File: config.mk
export PLATFORM = sky130hd
export DESIGN_NAME = mux4_rr_arbiter
export DESIGN_NICKNAME = d
export VERILOG_FILES = /design/src/rtl/mux4_rr_arbiter_pkg.sv /design/src/rtl/mux4_rr_arbiter_rr_pick4.sv /design/src/rtl/mux4_rr_arbiter.sv
export SDC_FILE = /design/constraint.sdc
export NUM_CORES = 1
export LEC_CHECK = 0
export CORE_AREA = 3 3 51 53
export CTS_CLUSTER_DIAMETER = 40
export DETAILED_ROUTE_END_ITERATION = 8
export DIE_AREA = 0 0 54 56
export GPL_TIMING_DRIVEN = 0
export PLACE_DENSITY_LB_ADDON = 0.25
export SYNTH_ARGS = -nofsm -noshare
export SYNTH_HDL_FRONTEND = slang
export SYNTH_SLANG_ARGS = --single-unit
File: constraint.sdc
create_clock -name clk -period 2.2 [get_ports clk]
set_input_delay 0.44 -clock clk [delete_from_list [all_inputs] [get_ports clk]]
set_output_delay 0.44 -clock clk [all_outputs]
set_load 0.005 [all_outputs]
File: src/rtl/mux4_rr_arbiter_pkg.sv
// Shared types and constants for the round-robin arbiter in front of the 4:1 mux.
// Requester indices double as the mux select encoding {S_1,S_0}.
package mux4_rr_arbiter_pkg;

    typedef enum logic {
        IDLE  = 1'b0,
        GRANT = 1'b1
    } state_e;

    localparam logic [1:0] IDX_A = 2'd0;
    localparam logic [1:0] IDX_B = 2'd1;
    localparam logic [1:0] IDX_C = 2'd2;
    localparam logic [1:0] IDX_D = 2'd3;

    localparam int unsigned HCNT_W = 8;

    function automatic logic [3:0] idx_to_onehot(input logic [1:0] idx);
        return 4'b0001 << idx;
    endfunction

endpackage

File: src/rtl/mux4_rr_arbiter_rr_pick4.sv
// Combinational round-robin picker: first set bit of i_req searching from i_start upward,
// wrapping mod 4.
module rr_pick4
    import mux4_rr_arbiter_pkg::*;
(
    input  logic [3:0] i_req,
    input  logic [1:0] i_start,
    output logic       o_found,
    output logic [1:0] o_idx
);

    logic [7:0] w_dbl;
    logic [3:0] w_rot;
    logic [1:0] w_off;

    // w_rot[j] holds i_req[(i_start + j) mod 4]
    assign w_dbl = {i_req, i_req};
    assign w_rot = w_dbl[i_start +: 4];

    always_comb begin
        w_off = IDX_A;
        if (w_rot[0]) begin
            w_off = IDX_A;
        end else if (w_rot[1]) begin
            w_off = IDX_B;
        end else if (w_rot[2]) begin
            w_off = IDX_C;
        end else if (w_rot[3]) begin
            w_off = IDX_D;
        end
    end

    assign o_found = |w_rot;
    assign o_idx   = i_start + w_off;

endmodule

File: src/rtl/mux4_rr_arbiter.sv
// Round-robin arbiter sharing a 4:1 mux among four requesters with a bounded hold time.
// Grant and select are registered together so they always change on the same edge.
module mux4_rr_arbiter
    import mux4_rr_arbiter_pkg::*;
#(
    parameter int unsigned MAX_HOLD = 4
) (
    input  logic       clk,
    input  logic       rst,
    input  logic [3:0] req,
    output logic [3:0] gnt,
    output logic       S_1,
    output logic       S_0,
    output logic       busy
);

    localparam logic [HCNT_W-1:0] LP_MAX_HOLD = HCNT_W'(MAX_HOLD);

    state_e            r_state;
    state_e            w_state_nxt;
    logic [3:0]        r_gnt;
    logic [3:0]        w_gnt_nxt;
    logic [1:0]        r_sel;
    logic [1:0]        w_sel_nxt;
    logic [1:0]        r_ptr;
    logic [1:0]        w_ptr_nxt;
    logic [HCNT_W-1:0] r_hcnt;
    logic [HCNT_W-1:0] w_hcnt_nxt;

    logic       w_own_req;
    logic       w_others;
    logic       w_hold_expired;
    logic       w_load;
    logic [3:0] w_pick_req;
    logic       w_pick_found;
    logic [1:0] w_pick_idx;

    // While granted, r_sel is the owner and r_ptr is owner+1, so one picker
    // serves both the idle search and the handover search.
    assign w_own_req      = req[r_sel];
    assign w_others       = |(req & ~r_gnt);
    assign w_hold_expired = (r_hcnt >= LP_MAX_HOLD);
    assign w_pick_req     = (r_state == GRANT) ? (req & ~r_gnt) : req;

    rr_pick4 u_pick (
        .i_req   (w_pick_req),
        .i_start (r_ptr),
        .o_found (w_pick_found),
        .o_idx   (w_pick_idx)
    );

    always_ff @(posedge clk or posedge rst) begin
        if (rst) begin
            r_state <= IDLE;
            r_gnt   <= 4'b0000;
            r_sel   <= IDX_A;
            r_ptr   <= IDX_A;
            r_hcnt  <= '0;
        end else begin
            r_state <= w_state_nxt;
            r_gnt   <= w_gnt_nxt;
            r_sel   <= w_sel_nxt;
            r_ptr   <= w_ptr_nxt;
            r_hcnt  <= w_hcnt_nxt;
        end
    end

    always_comb begin
        w_state_nxt = r_state;
        w_load      = 1'b0;
        case (r_state)
            IDLE: begin
                if (w_pick_found) begin
                    w_state_nxt = GRANT;
                    w_load      = 1'b1;
                end
            end
            GRANT: begin
                if (!w_own_req) begin
                    if (w_others) begin
                        w_load = 1'b1;
                    end else begin
                        w_state_nxt = IDLE;
                    end
                end else if (w_hold_expired && w_others) begin
                    w_load = 1'b1;
                end
            end
            default: w_state_nxt = IDLE;
        endcase
    end

    // Select holds its last value while idle to avoid toggling the mux.
    always_comb begin
        w_gnt_nxt  = r_gnt;
        w_sel_nxt  = r_sel;
        w_ptr_nxt  = r_ptr;
        w_hcnt_nxt = r_hcnt;
        if (w_load) begin
            w_gnt_nxt  = idx_to_onehot(w_pick_idx);
            w_sel_nxt  = w_pick_idx;
            w_ptr_nxt  = w_pick_idx + 2'd1;
            w_hcnt_nxt = HCNT_W'(1);
        end else if (w_state_nxt == IDLE) begin
            w_gnt_nxt  = 4'b0000;
            w_hcnt_nxt = '0;
        end else if (!w_hold_expired) begin
            w_hcnt_nxt = r_hcnt + HCNT_W'(1);
        end
    end

    assign gnt  = r_gnt;
    assign S_1  = r_sel[1];
    assign S_0  = r_sel[0];
    assign busy = |r_gnt;

    ap_max_hold_legal: assert property (@(posedge clk) (MAX_HOLD >= 1) && (MAX_HOLD <= 255))
        else $error("MAX_HOLD out of range 1..255");

    ap_gnt_onehot0: assert property (@(posedge clk) disable iff (rst) $onehot0(r_gnt))
        else $error("gnt is not one-hot");

endmodule

==> results of run 1 <==
[per-layer routing]
metal / track usage (%) / vias to the layer above
li1: - / 457
met1: 25.3 / 452
met2: 27.0 / 23
met3: 3.22 / 4
met4: 4.27 / 0
met5: 0 / -
[layout make-up]
class	count	area [um2]
clock buffer	4	26.3
multi-input combinational	81	659
inverter	6	25.0
sequential	17	425
buffer	3	20.0
fill	186	802
timing repair buffer	23	198
tap	28	35.0
[cells in the final DEF (no fill, tap or decap), drive strengths merged, types with 2 or more instances in the layout]
| cell | synthesis | layout |
|---|---|---|
| o31ai | 2 | 2 |
| o2111ai | 2 | 2 |
| nand2 | 3 | 3 |
| nand2b | 2 | 2 |
| clkbuf | 1 | 5 |
| o21ai | 5 | 5 |
| ha | 3 | 3 |
| a21bo | 4 | 4 |
| and2 | 6 | 6 |
| a21boi | 3 | 3 |
| nor2 | 11 | 11 |
| nand3 | 4 | 4 |
| dfrtp | 17 | 17 |
| clkdlybuf4s50 | 0 | 8 |
| a21oi | 10 | 10 |
| inv | 6 | 6 |
| or4 | 2 | 2 |
| nor4 | 2 | 2 |
| nor2b | 4 | 4 |
| dlygate4sd2 | 0 | 4 |
| a32oi | 2 | 2 |
| a31oi | 2 | 2 |
| buf | 2 | 13 |
[critical path, stage by stage (launching register included)]
cell	delay, ps
dfrtp_1	410
buf_6	140
a21bo_4	220
nand3_2	80
o31ai_2	60
o21ai_1	160
nand3_2	110
ha_4	200
inv_4	60
a31oi_4	40
or3_1	370
a31o_1	220
[power by group through the flow]
| stage | logic [uW] | clock network, uW | registers [uW] |
|---|---|---|---|
| after floorplan | 760 | 0 | 499 |
| after global placement | 996 | 0 | 521 |
| after detailed placement | 1030 | 0 | 527 |
| after CTS | 1140 | 165 | 530 |
| after global routing | 1400 | 187 | 549 |
| final | 1270 | 163 | 534 |
[stage by stage]
step / std cells / power (uW) / utilization (%) / setup TNS [ps]
2_1_floorplan: 107 / 1260 / - / 0
3_3_place_gp: 147 / 1520 / 55.8 / -2820
3_5_place_dp: 147 / 1550 / 55.8 / -3400
4_1_cts: 154 / 1830 / 59.7 / 0
5_1_grt: 162 / 2140 / 63.4 / -126
6_report: 162 / 1960 / 63.4 / 0
[sequential cells by signal (all words and copies together) (netlist names)]
| name | count |
|---|---|
| r_hcnt | 8 |
| gnt | 4 |
| r_ptr | 2 |
| r_sel | 2 |
| r_state | 1 |
[cells by family (layout without fill, tap and decap cells)]
kind of cell / Yosys count / in the layout / share of synthesized area (%)
AO/OA/AOI/OAI: 39 / 39 / 29.3
multiplexers: 2 / 2 / 3.17
flip-flops: 17 / 17 / 39.9
AND/OR/NAND/NOR: 37 / 37 / 20.2
buffers and inverters: 9 / 36 / 3.98
adder cells (fa/ha/maj): 3 / 3 / 3.52
[repair_timing]
item | 4_1_cts | 5_1_grt
buffers inserted | 3 | 8
endpoints found under the setup margin | 7 | 4
resized for setup | 13 | 5
pin swaps | 3 | 8
[final timing paths]
| path | from | endpoint | slack [ps] |
|---|---|---|---|
| hold / removal | r_hcnt[3]$_DFFE_PP0P_ | r_hcnt[3]$_DFFE_PP0P_ | 500 |
| setup / recovery | r_state$_DFF_PP0_ | r_ptr[1]$_DFFE_PP0N_ | 6 |
| hold reg to reg | r_hcnt[3]$_DFFE_PP0P_ | r_hcnt[3]$_DFFE_PP0P_ | 500 |
| min in group asynchronous | rst | r_hcnt[7]$_DFFE_PP0P_ | 510 |
| setup reg to reg | r_state$_DFF_PP0_ | r_ptr[1]$_DFFE_PP0N_ | 6 |
| max in group asynchronous | rst | r_hcnt[2]$_DFFE_PP0P_ | 1290 |
==> flow_summary_export.csv, run 1 <==
group,metric,value,unit
critical_path,worstPathArrival,2370,ps
drt,drtPass1Iterations,4,
drt,dr_wl_met2,1140,um
synthesis,post-synth-top-area-fraction,39.9,%
drt,antenna_left,0,
worst_hold_path,whs_path_depth,1,
die,core-area,2190,um2
placement,place_area,1220,um2
job,cap_violations,0,
clocking,cts-htree-levels,1,
clocking,cts_root_buffer,"clkbuf_4",
pwr,p_seq_share,27.2,%
critical_path,critPathLaunchType,"flip-flop",
pwr,combPwrFrac,64.5,%
die,start_util,48.7,%
drt,drt_iter0_drc,13,
placement,place_ws,-651,ps
clocking,clockBufferDepth,2,
critical_path,crit_required,2380,ps
synthesis,synth-seq-cells,17,
synthesis,synth_ff_type,"dfrtp_1",
timing,setup_viol,0,
timing,rsz0062_at_grt,"yes",
clocking,worstSkewPairLatency,280,ps
pwr,peakVddDrop,0.855,mV
timing,hold_viol,0,
drt,routed_wl,2400,um
clocking,tritoncts,"done",
drt,vias,936,
grt,grt_max_degree,18,
clocking,hold_buffers,0,
synthesis,synth_area_leaders,"dfrtp_1 40%, a21oi_1 4.7%, and2_1 3.5%, ha_1 3.5%, nor2_1 3.2%",
pwr,leakagePower,0.000599,uW
critical_path,crit_path_max_fanout,6,
synthesis,synth_nets,116,
timing,holdWs,496,ps
finish,antenna_cells,0,
timing,period_share,99.7,%
critical_path,reg2reg_depth,11,
drt,met3_length,91,um
die,die_y,56,um
pwr,p_per_area,1410,nW/um2
drt,route.detailed.drc,0,
placement,hpwl,1710,um
timing,fmax,456,MHz
timing,setup_slack,5.55,ps
drt,wl_met1,1160,um
finish,drive_gt1_share,28.4,%
synthesis,async_flop_share,100,%
finish,design_area,1390,um2
drt,wl_per_cell,14.8,um
finish,area_delta_synth_final,30.1,%
timing,min_period,2190,ps
synthesis,syn_inst,107,
clocking,cts_buffers,3,
synthesis,synthMostInstantiatedCell,"dfrtp_1",
die,io_pins,13,
clocking,clk_pin_slew_worst_paths,100,ps
pwr,switching_power,833,uW
synthesis,synth_largest_area_cell,"dfrtp_1",
die,die-area,3020,um2
drt,vias_per_cell,5.78,
grt,grt_antenna_before_repair,0,
die,die_x,54,um
clocking,clock_sinks,17,
synthesis,syn_area,1070,um2
outcome,status,"completed",
critical_path,worstSetupPathType,"flip-flop to flip-flop",
synthesis,synth.distinct_cells,43,
synthesis,yosys_warnings,0,
grt,grt.overflow.total,0,
worst_hold_path,hp-class,"flip-flop to flip-flop",
drt,top_layer,"met4",
finish,fin_nets,144,
grt,grt_usage,17.6,%
timing,worstMarginPinSlew,610,ps
synthesis,yosysSeqAreaShare,39.9,%
critical_path,end_kind,"flip-flop",
synthesis,synth-edff-count,0,
placement,gp_congestion,0.769,
pwr,intPower,1130,uW
timing,skew,6.66,ps
synthesis,syn_area_per_cell,9.97,um2
synthesis,synthTopCellsByCount,"17 x dfrtp_1, 10 x a21oi_1, 9 x nor2_1",
pwr,switching_share,42.4,%
placement,port_buffers,12,
timing,relSlewSlack,59.3,%
pwr,clockPowerShare,8.3,%
grt,grt_pass1_vias,903,
die,rows,17,
grt,grt_pass1_wl,4070,um
timing,drv_slew,0,
Power figures use the tool's default switching activity.
==> run 2, diff against run 1 <==
--- a/config.mk
+++ b/config.mk
@@ -5,6 +5,7 @@
 export SDC_FILE = /design/constraint.sdc
 export NUM_CORES = 1
 export LEC_CHECK = 0
+export CAP_MARGIN = 10
 export CORE_AREA = 3 3 51 53
 export CTS_CLUSTER_DIAMETER = 40
 export DETAILED_ROUTE_END_ITERATION = 8
==> results of run 2 <==
No change in the layout: final DEF, timing and power equal those of run 1.
